==> config.mk <==
export PLATFORM = sky130hd
export DESIGN_NAME = sec_serial_decode_ctrl
export DESIGN_NICKNAME = d
export VERILOG_FILES = /design/src/rtl/sec_serial_decode_ctrl.sv
export SDC_FILE = /design/constraint.sdc
export NUM_CORES = 1
export LEC_CHECK = 0
export CAP_MARGIN = 20
export CORE_MARGIN = 10
export CORE_UTILIZATION = 40
export DETAILED_ROUTE_END_ITERATION = 6
export SLEW_MARGIN = 20
export SYNTH_ARGS = -nofsm -noshare
export SYNTH_HDL_FRONTEND = slang
export SYNTH_SLANG_ARGS = --single-unit
==> constraint.sdc <==
create_clock -name clk -period 6.5 [get_ports clk]
set_input_delay 0.65 -clock clk [delete_from_list [all_inputs] [get_ports clk]]
set_output_delay 0.65 -clock clk [all_outputs]
set_load 0.05 [all_outputs]
==> src/rtl/sec_serial_decode_ctrl.sv <==
// Sequential SEC decoder controller for the AN code (A=655, 14-bit codewords).
// Reduces the codeword bit-serially to r = c mod A, then walks the error
// locations +/-1..+/-N by regenerating 2^(l-1) mod A, one per cycle.
// Optional macro SEC_STATS_EN adds clr_cnt and saturating cnt_ce/cnt_ue.
module sec_serial_decode_ctrl #(
  parameter int A  = 655,
  parameter int N  = 14,
  parameter int RW = 10,
  parameter int LW = 5
) (
  input  logic          clk,
  input  logic          rst_n,
  input  logic          in_valid,
  output logic          in_ready,
  input  logic [N-1:0]  in_data,
  output logic          out_valid,
  input  logic          out_ready,
  output logic [N-1:0]  out_data,
  output logic [LW-1:0] out_loc,
  output logic          out_ce,
  output logic          out_ue,
`ifdef SEC_STATS_EN
  input  logic          clr_cnt,
  output logic [15:0]   cnt_ce,
  output logic [15:0]   cnt_ue,
`endif
  output logic [RW-1:0] out_rem
);

  localparam int KW = $clog2(N);
  localparam int IW = $clog2(N + 1);
  localparam logic [RW:0]   A_W = (RW+1)'(A);
  localparam logic [RW-1:0] A_R = RW'(A);

  typedef enum logic [2:0] {IDLE, REDUCE, CHECK, SEARCH, DONE} state_t;

  state_t          state, state_nxt;
  logic [N-1:0]    cw;
  logic [RW-1:0]   r;
  logic [KW-1:0]   k;
  logic [RW-1:0]   w;
  logic [IW-1:0]   idx;

  // Datapath helpers: one reduction step, one weight doubling, compares.
  logic [RW:0]     t_red;
  logic [RW-1:0]   r_step;
  logic [RW:0]     w_dbl;
  logic [RW-1:0]   w_step;
  logic [N-1:0]    pow;
  logic [LW-1:0]   loc_mag;
  logic            pos_hit, neg_hit, last_idx;

  assign t_red    = {r, cw[k]};
  assign r_step   = (t_red >= A_W) ? RW'(t_red - A_W) : RW'(t_red);
  assign w_dbl    = {w, 1'b0};
  assign w_step   = (w_dbl >= A_W) ? RW'(w_dbl - A_W) : RW'(w_dbl);
  assign pow      = {{(N-1){1'b0}}, 1'b1} << (idx - IW'(1));
  assign loc_mag  = LW'(idx);
  assign pos_hit  = (r == w);
  assign neg_hit  = (r == (A_R - w));
  assign last_idx = (idx == IW'(N));

  assign in_ready  = (state == IDLE);
  assign out_valid = (state == DONE);

  // State register.
  always_ff @(posedge clk or negedge rst_n) begin
    if (!rst_n) state <= IDLE;
    else        state <= state_nxt;
  end

  // Next-state logic.
  always_comb begin
    state_nxt = state;
    unique case (state)
      IDLE:    if (in_valid) state_nxt = REDUCE;
      REDUCE:  if (k == '0) state_nxt = CHECK;
      CHECK:   state_nxt = (r == '0) ? DONE : SEARCH;
      SEARCH:  if (pos_hit || neg_hit || last_idx) state_nxt = DONE;
      DONE:    if (out_ready) state_nxt = IDLE;
      default: state_nxt = IDLE;
    endcase
  end

  // Working registers and result registers; results only change on DONE entry.
  // NOTE: every register here is a plain flop (no memory array), so all of
  // them sit on the async reset and a mid-operation reset leaves nothing stale.
  always_ff @(posedge clk or negedge rst_n) begin
    if (!rst_n) begin
      cw       <= '0;
      r        <= '0;
      k        <= '0;
      w        <= '0;
      idx      <= '0;
      out_data <= '0;
      out_loc  <= '0;
      out_ce   <= 1'b0;
      out_ue   <= 1'b0;
      out_rem  <= '0;
    end else begin
      case (state)
        IDLE: if (in_valid) begin
          cw <= in_data;
          r  <= '0;
          k  <= KW'(N - 1);
        end
        REDUCE: begin
          r <= r_step;
          k <= k - KW'(1);
        end
        CHECK: if (r == '0) begin
          out_data <= cw;
          out_loc  <= '0;
          out_ce   <= 1'b0;
          out_ue   <= 1'b0;
          out_rem  <= r;
        end else begin
          w   <= RW'(1);
          idx <= IW'(1);
        end
        SEARCH: begin
          // Positive match wins; with A odd both cannot hit at once anyway.
          if (pos_hit) begin
            out_data <= cw - pow;
            out_loc  <= loc_mag;
            out_ce   <= 1'b1;
            out_ue   <= 1'b0;
            out_rem  <= r;
          end else if (neg_hit) begin
            out_data <= cw + pow;
            out_loc  <= -loc_mag;
            out_ce   <= 1'b1;
            out_ue   <= 1'b0;
            out_rem  <= r;
          end else if (last_idx) begin
            out_data <= cw;
            out_loc  <= '0;
            out_ce   <= 1'b0;
            out_ue   <= 1'b1;
            out_rem  <= r;
          end else begin
            w   <= w_step;
            idx <= idx + IW'(1);
          end
        end
        default: ;
      endcase
    end
  end

`ifdef SEC_STATS_EN
  // Saturating event counters, bumped on the result handshake; clear wins.
  always_ff @(posedge clk or negedge rst_n) begin
    if (!rst_n) begin
      cnt_ce <= '0;
      cnt_ue <= '0;
    end else if (clr_cnt) begin
      cnt_ce <= '0;
      cnt_ue <= '0;
    end else if (out_valid && out_ready) begin
      if (out_ce && (cnt_ce != '1)) cnt_ce <= cnt_ce + 16'd1;
      if (out_ue && (cnt_ue != '1)) cnt_ue <= cnt_ue + 16'd1;
    end
  end
`endif

endmodule

==> results list, run 1 <==
* Worst setup slack before clock tree synthesis: 2.692 ns
- Buffer cell driving the clock tree root: clkbuf_16
- # fillers: 1,345
* Reg power frac: 0.259
* Final RePlAce weighted congestion: 0.8914
- Dividing the detail-routed wire length by the instance count gives 18.95 um.
* Maximum number of pins on one net before global-route repair: 77
- Of the synthesized area, sequential elements account for 0.3376.
- In this run the static leakage power is 2.920 nW.
* Number of buffers on the longest clock path: 2
- Number of buffers created by CTS: 9
- Outcome: finished, final reports clean
- Data on the critical path arrives at its endpoint at 4.18 ns.
- Overall routing resource usage: 0.1668
- Final-layout worst hold slack: 0.2548 ns
* Synthesized Nets: 707
- Setup total negative slack on the finished layout was measured at 0 ns.
- Transition time at the pin with the least slew margin: 1.000 ns
* Wire length after detailed routing: 16,320 um
- The worst setup path is launched from a register.
- Die width: 138.7 um
- Minimum period implied by the final worst setup slack: 3.896 ns
* Final HPWL DP: 11,680 um
* Worst setup skew after layout: 0.006949 ns
- The setup path with the least slack is of type reg2reg.
* Count of buffers added by post-CTS timing repair for setup: 0
* Post-cts sizing count: 0
- Power per Cell Area: 562.8 mW/mm2
- Static timing analysis puts the maximum clock frequency at 0.2567 GHz.
- Endpoint class of the critical path: register
- For this run, design rule violations remaining after detail routing come to 0.
- Flop and latch count out of synthesis: 76
- RSZ-0062 raised after global routing: no
* Switching power of the nets: 1.851 mW
- Internal power: 1.803 mW
- Share of power burned in combinational logic: 0.608
* Via density: 5.797
* TritonCTS clock tree: yes
- Top FF cell, synth: dfrtp_1
* Antenna violations before repair: 0
* Number of search-and-repair iterations in the first detailed-routing pass: 5
- Worst r2r path cells: 12
- Antenna fix cells: 0
* Total standard cell area after synthesis: 0.005634 mm2
* Proportion of layout cells with a drive suffix above 1: 0.08076
- The first global-routing pass estimated 26,430 um of wire.
* Fin. max-slew vios: 0
- Synthesis handed over a netlist of 650 instances.
* Total gr overflow: 0
* Number of max-cap violations: 0
* Port Buffer Count: 50
* Number of hold violations in the final report: 0
- Portion of the clock cycle consumed by the worst path in the final layout: 0.5993
- Drt first-iter violations: 459
* Latest clock arrival within the worst-skew pair: 0.35 ns
- Counting every sink on the clock net gives 76.
* Ys Warns: 0
- Compared with the post-synthesis result, the final layout area differs by 15.21%.
* I/O Pins: 51
* Launching point of the worst reg2reg path: idx[2]$_DFFE_PN0P_
- Core outline area: 0.01383 mm2
* Data required time at the worst endpoint: 6.79 ns
* Vias: 4,991
* Endpoints failing setup: 0
- Number of nets in the final layout: 733
- Avg Inst Size Synth: 8.668 um2
- Number of enable flip-flop cells after synthesis: 0
* Number of global-route vias before repair: 4,948
- In this run the tightest slew margin relative to its limit is 0.3317.
- Clock-pin slew on the worst setup and hold paths: 0.06 ns
- The die is 138.7 um tall.
- H-tree levels: 3
- Total Die Area: 0.01923 mm2
- After clock tree synthesis, the flow added hold-fix buffers numbering 0.
* Initial Utilization: 0.4075
- Part of the total power dissipated in the clock network: 0.133
- Number of distinct library cells after synthesis: 76
* Worst hold path class: in2async
- After floorplanning, the core was divided into 43 placement rows.
- The most critical setup path has its startpoint at idx[2]$_DFFE_PN0P_.
* Largest vdd supply drop: 0.2948 mV
- Antenna Violating Nets Remaining: 0
* Share of flip-flops with an asynchronous set or reset: 1.000
- In this run the worst path has a maximum fanout of 11.
* Net Sw Frac: 0.5066
- Final worst setup slack: 2.604 ns
==> registers in the layout (all words and copies together) (netlist names) <==
signal / flops
out_ce: 1
cw: 14
w: 10
state: 3
out_data: 14
out_rem: 10
r: 10
out_loc: 5
idx: 4
k: 4
out_ue: 1
==> worst max-delay path, cell delays in order (launching register included) <==
cell and delay (ns):
dfrtp_1 0.52, o31a_1 0.38, or2_2 0.33, nor2_1 0.23
nand2_1 0.12, ha_1 0.41, nor3_1 0.22, o21ai_0 0.18
a31o_2 0.28, o31a_1 0.26, o22a_1 0.18, a2111oi_0 0.57
a211o_1 0.17
==> through the flow <==
stage | total power, mW | util | cell area (um2) | instances
after floorplan | 2.544 | - | 5634 | 650
after global placement | 3.119 | 0.4472 | 6183 | 844
after detailed placement | 3.155 | 0.4472 | 6183 | 844
after CTS | 3.657 | 0.4679 | 6470 | 860
after global routing | 3.941 | 0.4695 | 6491 | 861
final | 3.653 | 0.4695 | 6491 | 861
==> cells by family after synthesis <==
family,count (synthesis),share of synthesized area
AO/OA/AOI/OAI,165,0.2048
XOR/XNOR,37,0.05752
adder cells (fa/ha/maj),39,0.08927
buffers and inverters,77,0.06018
flip-flops,76,0.3376
multiplexers,26,0.05641
AND/OR/NAND/NOR,230,0.1943
==> synthesized netlist by cell type, types with 4 or more instances <==
| cell | n | share of area |
|---|---|---|
| o211ai_1 | 5 | 0.0067 |
| buf_2 | 17 | 0.015 |
| nor2_1 | 37 | 0.025 |
| inv_1 | 38 | 0.025 |
| mux2_2 | 16 | 0.032 |
| buf_4 | 5 | 0.0067 |
| xor2_1 | 16 | 0.025 |
| dfrtp_1 | 76 | 0.34 |
| mux2i_1 | 7 | 0.012 |
| a31oi_1 | 4 | 0.0044 |
| nand2_1 | 95 | 0.063 |
| o21bai_1 | 5 | 0.0067 |
| o21a_1 | 4 | 0.0053 |
| or3_1 | 5 | 0.0056 |
| o22ai_1 | 6 | 0.0067 |
| o21ai_0 | 41 | 0.036 |
| and3_1 | 10 | 0.011 |
| o31ai_1 | 7 | 0.0093 |
| nand3_1 | 13 | 0.012 |
| nor2b_1 | 10 | 0.011 |
| nand4_1 | 4 | 0.0044 |
| clkbuf_1 | 13 | 0.0087 |
| nor3_1 | 20 | 0.018 |
| a21o_1 | 6 | 0.0080 |
| a21oi_1 | 23 | 0.020 |
| a2111oi_0 | 4 | 0.0062 |
| xnor2_1 | 21 | 0.033 |
| a22o_1 | 4 | 0.0062 |
| a211oi_1 | 7 | 0.0093 |
| o31a_1 | 4 | 0.0062 |
| and2_1 | 6 | 0.0067 |
| ha_1 | 37 | 0.082 |
| nor3b_1 | 5 | 0.0067 |
| a221oi_1 | 4 | 0.0062 |
| nand2b_1 | 10 | 0.011 |
| o21ai_1 | 5 | 0.0044 |
| or2_2 | 5 | 0.0056 |
==> layout make-up <==
type                    instances  area, um2  share of cell area
inverters                      38      142.6             0.02197
multi-input cells             497       3395              0.5229
well taps                     180      225.2             0.03470
clock buffers                  10      239.0             0.03682
clock inverters                 6      47.55            0.007325
flip-flops and latches         76       1902              0.2930
repair buffers                 54      540.5             0.08327
==> cells in the final DEF, fill, tap and decap left out, types with 5 or more instances in the layout <==
cell type	Yosys	layout
nor3b_1	5	5
o31ai_1	7	7
o21ai_0	41	41
nand2_1	95	95
mux2_2	16	16
xnor2_1	21	21
and3_1	10	10
dfrtp_1	76	76
o21bai_1	5	5
nor3_1	20	20
nand2b_1	10	10
o22ai_1	6	6
nand3_1	13	13
nor2_1	37	37
or3_1	5	5
nor2b_1	10	10
and2_1	6	5
o211ai_1	5	5
a211oi_1	7	7
ha_1	37	37
xor2_1	16	16
a21oi_1	23	23
clkbuf_16	0	9
or2_2	5	5
o21ai_1	5	5
inv_1	38	38
clkdlybuf4s50_1	0	49
a21o_1	6	6
mux2i_1	7	7
==> worst paths after layout <==
path | endpoint | slack [ns]
max in group asynchronous | w[1]$_DFFE_PN0P_ | 5.65
min in group clk | out_rem[0]$_DFFE_PN0P_ | 0.48
worst min-delay path | out_data[12]$_DFFE_PN0P_ | 0.25
worst max register to register | out_data[10]$_DFFE_PN0P_ | 2.60
worst max-delay path | out_data[10]$_DFFE_PN0P_ | 2.60
worst min register to register | out_rem[0]$_DFFE_PN0P_ | 0.48
==> per-layer routing <==
layer | track usage | share of wire
met1 | 0.2251 | 0.47
met2 | 0.2528 | 0.45
met3 | 0.03151 | 0.063
met4 | 0.07414 | 0.020
met5 | 0 | 0
==> power groups by stage <==
stage | sequential (mW) | clock [mW] | combinational [mW]
global placement | 0.945 | 0 | 2.17
detailed placement | 0.951 | 0 | 2.20
CTS | 0.945 | 0.497 | 2.21
finish | 0.947 | 0.486 | 2.22
global route | 0.979 | 0.521 | 2.44
floorplan | 1.08 | 0 | 1.47
Power figures use the tool's default switching activity.
==> run 2, diff against run 1 <==
==> constraint.sdc (replaced) <==
create_clock -name clk -period 4.1 [get_ports clk]
set_input_delay 0.41 -clock clk [delete_from_list [all_inputs] [get_ports clk]]
set_output_delay 0.41 -clock clk [all_outputs]
set_load 0.05 [all_outputs]
==> results list, run 2 (synthesis results as in run 1) <==
- The routability-driven placement congestion ratio came to 0.9105 (was 0.8914).
- The area of the multi-input gates is 0.003393 mm2 (was 0.003395 mm2).
* Pleak: 2.952 nW (was 2.920 nW)
- Number of hold violations in the final report: 0 (unchanged)
* Height of the die: 138.7 um (unchanged)
* RSZ-0062 raised after global routing: no (unchanged)
* Initial Utilization: 0.4075 (unchanged)
* Arrival time at the worst endpoint: 4.05 ns (was 4.18 ns)
* Final cell count without fillers: 867 (was 861)
- Core outline area: 0.01383 mm2 (unchanged)
* Maximum fanout along the worst path: 11 (unchanged)
* Headroom to the max-slew limit: 0.3879 (was 0.3317)
- Startpoint class of the critical path: register (unchanged)
- Switching power of the nets: 2.945 mW (was 1.851 mW)
- Antenna fix cells: 0 (unchanged)
- The post-detailed-placement cell area was 0.006236 mm2 (was 0.006183 mm2).
- The final routed wire length divided by cell count was 19.08 um (was 18.95 um).
- The peak clock frequency supported by timing was 0.2661 GHz (was 0.2567 GHz).
- The total global-route track usage was 0.1708 (was 0.1668).
- Post-cts sizing count: 0 (unchanged)
- The worst setup skew after layout came to 0.008107 ns (was 0.006949 ns).
- Antenna Violating Nets Remaining: 0 (unchanged)
* Biggest cell delay along the critical path: 0.51 ns (was 0.57 ns)
* Antenna violations before repair: 0 (unchanged)
* Final HPWL DP: 12,070 um (was 11,680 um)
- The fraction of power spent switching nets is 0.5008 (was 0.5066).
- The power density relative to cell area came to 900.4 mW/mm2 (was 562.8 mW/mm2).
* Rows: 43 (unchanged)
* Endpoint class of the critical path: register (unchanged)
- Most frequent cell on the critical path: a211oi_1 (was o31a_1)
- Portion of the clock cycle consumed by the worst path in the final layout: 0.9167 (was 0.5993)
* DRC violations left: 0 (unchanged)
* Critical path class: reg2reg (unchanged)
- The kind of cell with the highest combined delay on the critical path is compound AO/OA/AOI/OAI gates (unchanged).
- Fin. max-slew vios: 0 (unchanged)
- The number of max-capacitance violations reported came to 0 (unchanged).
- The minimum clock period after layout is 3.759 ns (was 3.896 ns).
- The class of the worst hold path is in2async (unchanged).
- Vias: 4,916 (was 4,991)
- CP Cell Sequence: o31a_1 > or2_2 > nor2_1 > nand2_1 > ha_1 > inv_1 > a2111oi_0 > a211oi_1 > a21oi_1 > o21ai_0 > a211oi_1 > o22a_1 (was o31a_1 > or2_2 > nor2_1 > nand2_1 > ha_1 > nor3_1 > o21ai_0 > a31o_2 > o31a_1 > o22a_1 > a2111oi_0 > a211o_1).
- The number of buffer and inverter stages on the critical path came to 1 (was 0).
- Layout Utilization: 0.4724 (was 0.4695)
* Outcome: finished, final reports clean (unchanged)
- The worst setup slack after layout is 0.3414 ns (was 2.604 ns).
- Buffer cell driving the clock tree root: clkbuf_16 (unchanged)
- The starting DRC count in detailed routing was 443 (was 459).
- Number of buffers on the longest clock path: 2 (unchanged)
* Number of buffers created by CTS: 9 (unchanged)
- Endpoints failing setup: 0 (unchanged)
- I/O Pins: 51 (unchanged)
* Origin of the worst setup path: idx[2]$_DFFE_PN0P_ (unchanged)
* Internal power: 2.936 mW (was 1.803 mW)
- The proportion of power drawn by flip-flops and latches is 0.256 (was 0.259).
- Wire length after detailed routing: 16,540 um (was 16,320 um)
* Number of nets in the final layout: 739 (was 733)
* Number of search-and-repair iterations in the first detailed-routing pass: 6 (was 5)
- The largest net degree at the start of global routing was 77 (unchanged).
- The hold buffer count at cts was 0 (unchanged).
* Latest clock arrival within the worst-skew pair: 0.35 ns (about the same)
- The flip-flop and latch area came to 0.001902 mm2 (unchanged).
- The TritonCTS sink count was 76 (unchanged).
- The clock power share came to 0.138 (was 0.133).
- The number of placed instances, taps included was 851 (was 844).
- Data required time at the worst endpoint: 4.39 ns (was 6.79 ns)
- The sum of overflow across all layers after global routing is 0 (unchanged).
* TritonCTS clock tree: yes (unchanged)
* Via density: 5.670 (was 5.797)
- TNS Setup: 0 ns (unchanged)
- Number of global-route vias before repair: 4,772 (was 4,948)
- The worst IR drop on VDD is 0.4890 mV (was 0.2948 mV).
* # fillers: 1,378 (was 1,345)
- Count of buffers added by post-CTS timing repair for setup: 0 (unchanged)
* Port Buffer Count: 50 (unchanged)
* Most frequent standard cell in the layout excluding fill and tap cells: nand2_1 (unchanged)
- The die outline width came to 138.7 um (unchanged).
- Total Die Area: 0.01923 mm2 (unchanged)
* Proportion of layout cells with a drive suffix above 1: 0.08588 (was 0.08076)
* Worst setup slack before clock tree synthesis: 0.4464 ns (was 2.692 ns)
- Largest registers: cw (14), out_data (14) (unchanged).
- Layout overhead on the synthesized area: 15.92% (was 15.21%)
* Launching point of the worst reg2reg path: idx[2]$_DFFE_PN0P_ (unchanged)
- Cell with the largest stage delay on the worst path: dfrtp_1 (was a2111oi_0)
* Wire length of the first global-routing pass: 26,780 um (was 26,430 um)
- The depth of the CTS H-tree is 3 (unchanged).
* Final std cell area, no fill: 0.006531 mm2 (was 0.006491 mm2)
* Most frequent cells in the layout: 95 x nand2_1, 76 x dfrtp_1, 49 x clkdlybuf4s50_1 (unchanged)
- The combinational cell fraction of total power came to 0.606 (was 0.608).
- The actual transition at the worst max-transition pin was 0.9181 ns (was 1.000 ns).
- The clock transition at the registers of the reported paths was 0.07 ns (was 0.06 ns).
run 2: cell count changes in the layout (fill, tap and decap cells not counted), sizes merged:
cell,delta
buf,+6
inv,+1
bufinv,+1
clkinv,-1
clkinvlp,-1
run 2: per-layer routing:
layer,vias to the layer above,track usage,wire (um)
li1,2370,-,-
met1,2395,0.2343,8083
met2,134,0.2615,7405
met3,17,0.03801,811
met4,0,0.05052,242
met5,-,0,0
run 2: power groups by stage:
stage	clock [mW]	sequential, mW	combinational [mW]
finish	0.813	1.50	3.56
global placement	0	1.50	3.50
global route	0.864	1.55	3.92
CTS	0.835	1.50	3.56
floorplan	0	1.70	2.33
detailed placement	0	1.51	3.53
run 2: worst paths after layout:
check / endpoint / slack (ns) / cells past startpoint
max reg2reg: out_data[11]$_DFFE_PN0P_ / 0.34 / 12
max: out_data[11]$_DFFE_PN0P_ / 0.34 / 12
min in group clk: out_ce$_DFFE_PN0P_ / 0.47 / 2
min reg2reg: out_ce$_DFFE_PN0P_ / 0.47 / 2
max in group asynchronous: w[9]$_DFFE_PN0P_ / 3.49 / 1
min: out_data[13]$_DFFE_PN0P_ / 0.06 / 1
run 2: area by class of cell:
type / count / area share
Multi-Input combinational cell: 497 / 0.5195
Inverter: 38 / 0.02184
Sequential cell: 76 / 0.2912
Clock inverter: 6 / 0.009579
Tap cell: 180 / 0.03448
Timing Repair Buffer: 60 / 0.08831
Clock buffer: 10 / 0.03506
run 2: metrics by stage:
step	hold slack (ns)	power [mW]
detailed placement	0.4623	5.048
global placement	0.4611	5.004
floorplan	0.1144	4.034
finish	0.05813	5.881
global route	0.1551	6.341
CTS	0.2702	5.891
